**config.mk**
```make
export PLATFORM = sky130hd
export DESIGN_NAME = readout_req_sched
export DESIGN_NICKNAME = d
export VERILOG_FILES = /design/src/rtl/abcn_ro_pkg.sv /design/src/rtl/holdoff_timer.sv /design/src/rtl/readout_req_sched.sv
export SDC_FILE = /design/constraint.sdc
export NUM_CORES = 1
export LEC_CHECK = 0
export BUFFER_PORTS_ARGS = -buffer_cell sky130_fd_sc_hd__buf_4
export CAP_MARGIN = 5
export CORE_MARGIN = 5
export CORE_UTILIZATION = 45
export CTS_BUF_LIST = sky130_fd_sc_hd__clkbuf_16
export CTS_CLUSTER_SIZE = 30
export DETAILED_ROUTE_END_ITERATION = 6
export GPL_ROUTABILITY_DRIVEN = 0
export PLACE_DENSITY = 0.79
export REMOVE_ABC_BUFFERS = 1
export SETUP_SLACK_MARGIN = 0.1
export SYNTH_ARGS = -nofsm -noshare
export SYNTH_HDL_FRONTEND = slang
export SYNTH_SLANG_ARGS = --single-unit
```
**constraint.sdc**
```tcl
create_clock -name clk -period 2.1 [get_ports clk]
set_input_delay 0.105 -clock clk [delete_from_list [all_inputs] [get_ports clk]]
set_output_delay 0.105 -clock clk [all_outputs]
set_load 0.02 [all_outputs]
```
**src/rtl/abcn_ro_pkg.sv**
```systemverilog
// Shared definitions for the readout request scheduler: ratio codes,
// default sizing and the scheduler state encoding.
package abcn_ro_pkg;

  localparam logic [1:0] RATIO_1 = 2'b00;
  localparam logic [1:0] RATIO_2 = 2'b01;
  localparam logic [1:0] RATIO_4 = 2'b10;

  localparam int PEND_W_DEF    = 4;
  localparam int HOLD_MULT_DEF = 3;
  // Holdoff counter width; holds HOLD_MULT_DEF*4-1 = 11.
  localparam int HOLD_W        = 4;

  typedef enum logic {
    IDLE    = 1'b0,
    HOLDOFF = 1'b1
  } schedState_e;

  // The reserved code 2'b11 is treated as the slowest ratio.
  function automatic logic [2:0] ratio_to_r(input logic [1:0] sel);
    case (sel)
      RATIO_1: ratio_to_r = 3'd1;
      RATIO_2: ratio_to_r = 3'd2;
      RATIO_4: ratio_to_r = 3'd4;
      default: ratio_to_r = 3'd4;
    endcase
  endfunction

endpackage

```
**src/rtl/holdoff_timer.sv**
```systemverilog
// Loadable down-counter that measures the post-pulse holdoff window.
// done is high whenever the count has reached zero.
module holdoff_timer
  import abcn_ro_pkg::*;
(
  input  logic              clk,
  input  logic              rstb,
  input  logic              load,
  input  logic [HOLD_W-1:0] loadVal,
  output logic              done
);

  logic [HOLD_W-1:0] holdCnt;

  always_ff @(posedge clk) begin
    if (!rstb) begin
      holdCnt <= '0;
    end else if (load) begin
      holdCnt <= loadVal;
    end else if (holdCnt != '0) begin
      holdCnt <= holdCnt - HOLD_W'(1);
    end
  end

  assign done = (holdCnt == '0);

endmodule

```
**src/rtl/readout_req_sched.sv**
```systemverilog
// Readout request scheduler: counts trigger requests and issues spaced
// single-clk read-enables while the event FIFO holds data.
//
// state   | meaning
// IDLE    | waiting for pending request, enable and non-empty FIFO
// HOLDOFF | pulse issued; counting down so the downstream stretcher clears
module readout_req_sched
  import abcn_ro_pkg::*;
#(
  parameter int PEND_W    = PEND_W_DEF,
  parameter int HOLD_MULT = HOLD_MULT_DEF
) (
  input  logic              clk,
  input  logic              rstb,
  input  logic [1:0]        ratioSel,
  input  logic              enable,
  input  logic              trigI,
  input  logic              fifoEmpty,
  input  logic              clrOvf,
  output logic              reI,
  output logic [PEND_W-1:0] pendCnt,
  output logic              busy,
  output logic              overflow
);

  schedState_e       state, stateNext;
  logic              issue;
  logic              holdDone;
  logic              pendFull;
  logic              ovfEvent;
  logic [HOLD_W-1:0] holdLoad;

  // Ratio is captured only on the issue edge through the timer load.
  assign holdLoad = HOLD_W'(HOLD_MULT * int'(ratio_to_r(ratioSel)) - 1);
  assign pendFull = (pendCnt == {PEND_W{1'b1}});
  assign ovfEvent = trigI && pendFull && !issue;
  assign busy     = (state == HOLDOFF);

  holdoff_timer u_holdTimer (
    .clk     (clk),
    .rstb    (rstb),
    .load    (issue),
    .loadVal (holdLoad),
    .done    (holdDone)
  );

  always_comb begin
    stateNext = state;
    issue     = 1'b0;
    case (state)
      IDLE: begin
        if (enable && (pendCnt != '0) && !fifoEmpty) begin
          issue     = 1'b1;
          stateNext = HOLDOFF;
        end
      end
      HOLDOFF: begin
        if (holdDone) stateNext = IDLE;
      end
      default: stateNext = IDLE;
    endcase
  end

  always_ff @(posedge clk) begin
    if (!rstb) begin
      state    <= IDLE;
      reI      <= 1'b0;
      pendCnt  <= '0;
      overflow <= 1'b0;
    end else begin
      state <= stateNext;
      reI   <= issue;
      if (trigI && !issue && !pendFull) begin
        pendCnt <= pendCnt + PEND_W'(1);
      end else if (issue && !trigI) begin
        pendCnt <= pendCnt - PEND_W'(1);
      end
      // A fresh overflow event takes priority over a clear on the same edge.
      if (ovfEvent) begin
        overflow <= 1'b1;
      end else if (clrOvf) begin
        overflow <= 1'b0;
      end
    end
  end

endmodule

```
# Word level (Yosys, flattened, before mapping)
# Index checks and enable logic that the tools add are counted.
[word_totals]
ff_bits = 11
in_bits = 8
out_inout_bits = 7
wordCells = 42
[op_classes]
addsub = 4
multipliers = 1
eq_ne = 2
mux = 11
bitwise_logic = 1
n_reduce_logical = 18
[op_table]
columns = ["cell", "count"]
rows = [
  ["two-way mux 4 bit", 4],
  ["subtractor 4 x 1 -> 4 bit, second input constant", 3],
  ["nonzero test 4 bit", 2],
  ["logical AND 1 bit", 7],
  ["case mux 3 bit (2 select lines)", 1],
  ["nonzero test 2 bit", 3],
  ["two-way mux 1 bit", 5],
  ["adder 4 x 1 -> 4 bit, second input constant", 1],
  ["== test 4 bit, second input constant", 1],
  ["zero test 1 bit", 4],
  ["zero test 4 bit", 1],
  ["multiplier 2 x 3 -> 4 bit, first input constant", 1],
  ["== test 2 x 1 -> 1 bit, second input constant", 1],
  ["zero test 2 bit", 1],
  ["case mux 1 bit (2 select lines)", 1],
  ["inverter 1 bit", 1],
]

# Longest topological paths before layout
[depth]
word_depth = 9
ltp_mapped = 8
mapped_depth_nobuf = 8

# Hierarchy
# From an unflattened synthesis, not the netlist that was laid out.
[hier_totals]
cells_unflattened = 73
hier_area_um2 = 680.7
[modules_own_cells]
columns = ["module", "instances", "cells_per_inst", "area_each_um2", "seq_area_each_um2"]
rows = [
  ["readout_req_sched", 1, 50, 450.4, 140.1],
  ["holdoff_timer", 1, 23, 230.2, 80.1],
]

# Worst setup path after synthesis
# No wires, ideal clock.
[synth_timing]
path_type = "reg2reg"
from = "register pendCnt[0]"
to = "register pendCnt[3]"
setup_ns = 0.095
t_arrival_ns = 2.159
t_required_ns = 2.005
path_slack_ns = -0.155
stages_incl_launch_ff = 9
path_buffers = 0
synth_period_minus_slack_ns = 2.255
path_cell_list = "dfxtp_1 nor4_1 o311a_1 inv_1 ha_1 a21oi_1 nand2_1 or4_1 o311ai_1"
[synth_via]
elab_chain_len = 9
word_cells_on_any_way = 16
classes_between = "2 x add/sub; 1 x eq/ne; 4 x mux; 9 x reduce/logical"
[synth_lines]
columns = ["item", "line_no", "source"]
rows = [
  ["start: declaration", "readout_req_sched.sv:21", "output logic [PEND_W-1:0] pendCnt,"],
  ["start signal: assignment", "readout_req_sched.sv:74", "pendCnt <= pendCnt + PEND_W'(1);"],
  ["start signal: assignment", "readout_req_sched.sv:76", "pendCnt <= pendCnt - PEND_W'(1);"],
  ["nonzero test 4 bit", "readout_req_sched.sv:52", "if (enable && (pendCnt != '0) && !fifoEmpty) begin"],
  ["logical AND 1 bit (2 in a row)", "readout_req_sched.sv:52", ""],
  ["two-way mux 1 bit", "readout_req_sched.sv:52", ""],
  ["two-way mux 1 bit", "readout_req_sched.sv:50", "case (state)"],
  ["zero test 1 bit", "readout_req_sched.sv:73", "if (trigI && !issue && !pendFull) begin"],
  ["logical AND 1 bit (2 in a row)", "readout_req_sched.sv:73", ""],
  ["two-way mux 4 bit or nonzero test 2 bit (tied branches)", "--", ""],
]
# Several ways; a longest one is shown, not always the timed one. The select of a mux whose other input is x is not followed.
# A chain may end at the register's enable or synchronous reset.

# Final worst setup path
# Ends and elaborated chain as after synthesis.

==> impl_metrics.ini <==
[sta]
worst_pin_slew_ps = 243
fin_crit_sh_pct = 93.7
hold_slack_ps = 126
slew_headroom_pct = 83.6
fin_worst_skew_ps = 0.912
rsz0062_at_grt = yes
setup-violations-final = 0
fin_crit_ps = 1970
hold_viol_final = 0
timing.final.max_slew_violations = 0
setup_tns_ps = 0
fmax_mhz = 508

[setup_path]
crit_path_start_kind = register
slowest_delay_ps = 410
path_cells = buf_4 -> nand4_1 -> o311a_1 -> inv_2 -> ha_2 -> nand3_2 -> nand2_1 -> or4_1 -> o311ai_1
crit_type = reg -> reg
critPathCaptureType = register
r2r_cells = 9
required_ps = 2230
slowest_stage = or4_1
path_max_fanout = 6
arrival_ps = 2100

[power]
peakVddDrop_v = 0.000833
power_mw = 1.26
power_density_nw_per_um2 = 1310
p_leak_nw = 0.443

[floorplanning]
die_x_um = 47.6
die_area_um2 = 2260
io_pins = 15
die_y_um = 47.6
core_um2 = 1320
num_rows = 13
start_util_pct = 48.2

[route]
top_layer = met4
drtAntennaViolNets = 0
finalWirelength_um = 1570
via_count = 610
dr.pass1.iters = 3
met3WireLength_um = 60
route.met2.wl_um = 829
drt-initial-drc-count = 2
m1WireLength_um = 661
routedWlPerCell_um = 13.8
drcViolationCount = 0
via_per_inst = 5.35

[final_layout]
num_antenna_cells = 0
fin_area_um2 = 961
mostFrequentLayoutCell = buf_4
area_growth_pct = 51.2
final_cell_mix = buf_4 (25), nand2_1 (8), dfxtp_1 (7)
drive_above_1_share_pct = 40.4
final_nets = 112
instances_no_fill = 114

[clock_tree]
cts_made_buffers = 3
path_clk_slew_ps = 40
cts_buffer_depth = 2
clkLatencyLatePin_ps = 240
cts_tree = built
clock_sinks = 11
cts-root-buf = clkbuf_16
cts_max_level = 1

[place]
place_area_um2 = 821
numPortBuffers = 14
dpl.hpwl_um = 1150
dp_cells = 109

[grt]
grt_pass1_wl_um = 2550
overflow = 0
first_global_vias = 632
grt_max_degree = 12
grt.total_usage_pct = 16.8
antenna_found_initial = 0

[logic_synthesis]
ys_ff_latch = 11
synth-seq-area-share_pct = 34.6
synthesis.area_um2 = 636
synth_warnings = 0
syn-instance-count = 73
synth_flop_cell = dfxtp_1
avgSynthCellArea_um2 = 8.71
synth_edf_count = 0
async_flop_share_pct = 0
ys_types = 30

[min_path]
hold_class = in -> reg
hold_path_depth = 2

[status]
outcome = finished clean

[run]
cap_viol_max_count = 0
-- layout make-up --
cell class                 instances  area, µm²
multi-input combinational         54        429
fill                              95        357
sequential                        11        228
timing repair buffer              25        188
clock buffer                       3       75.1
inverter                           5       18.8
tap                               15       18.8
clock inverter                     1       3.75
-- Yosys cell counts (3+ instances only) --
cell type	number	share of area, %
nand2_1	8	4.7
nor2_1	6	3.5
nand2b_1	4	3.9
ha_1	3	5.9
inv_1	5	3.0
mux2i_1	3	4.7
a21oi_1	6	4.7
dfxtp_1	11	35
-- metrics by stage --
stage	worst slack (ps)	util [%]
floorplan	-155	-
global placement	-15.1	62.3
detailed placement	-120	62.3
CTS	109	71.7
global route	20.9	72.9
finish	131	72.9
-- power breakdown --
part	internal, mW	switching, mW	leakage (nW)
combinational	0.314	0.276	0.308
sequential	0.276	0.0513	0.0922
clock	0.250	0.0921	0.0423
total	0.840	0.419	0.443
-- flip-flops by register name (all words and copies together) (netlist names) --
name,flops
pendCnt,4
u_holdTimer.holdCnt,4
overflow,1
busy,1
reI,1
-- cell families after synthesis --
| logic type | Yosys count | share of synthesized area, % |
|---|---|---|
| AOI/OAI and AO/OA | 14 | 16.5 |
| xor gates and xnor gates | 3 | 4.13 |
| adders and majority gates | 4 | 9.06 |
| buffers and inverters | 8 | 5.12 |
| DFF | 11 | 34.6 |
| muxes | 5 | 8.27 |
| and+or+nand+nor | 28 | 22.2 |
-- metal layers --
metal | track usage (%) | vias to the layer above
li1 | - | 309
met1 | 16.6 | 285
met2 | 31.6 | 13
met3 | 4.89 | 3
met4 | 8.06 | 0
met5 | 0 | -
-- final timing paths --
kind | startpoint | slack [ps] | to
hold / removal | ratioSel[0] | 130 | u_holdTimer.holdCnt[0]$_SDFFE_PN0P_
hold reg to reg | u_holdTimer.holdCnt[3]$_SDFFE_PN0P_ | 600 | u_holdTimer.holdCnt[3]$_SDFFE_PN0P_
setup reg to reg | pendCnt[0]$_SDFFE_PN0P_ | 130 | pendCnt[3]$_SDFFE_PN0P_
setup / recovery | pendCnt[0]$_SDFFE_PN0P_ | 130 | pendCnt[3]$_SDFFE_PN0P_
-- what timing repair did --
| item | 4_1_cts | 5_1_grt |
|---|---|---|
| endpoints found under the setup margin | 1 | 2 |
| gates resized for setup | 10 | 3 |
| hold buffers | 0 | 0 |
| buffers inserted | 0 | 1 |
| pin swaps | 4 | 4 |
-- critical path, delay by kind of cell, from the launching register on --
family	cells	cell delay, ps
buffers and inverters	2	260
AO/OA/AOI/OAI	2	270
flip-flops	1	350
AND/OR/NAND/NOR	4	700
adder cells (fa/ha/maj)	1	280
No activity file was read; power rests on OpenSTA's default activity.
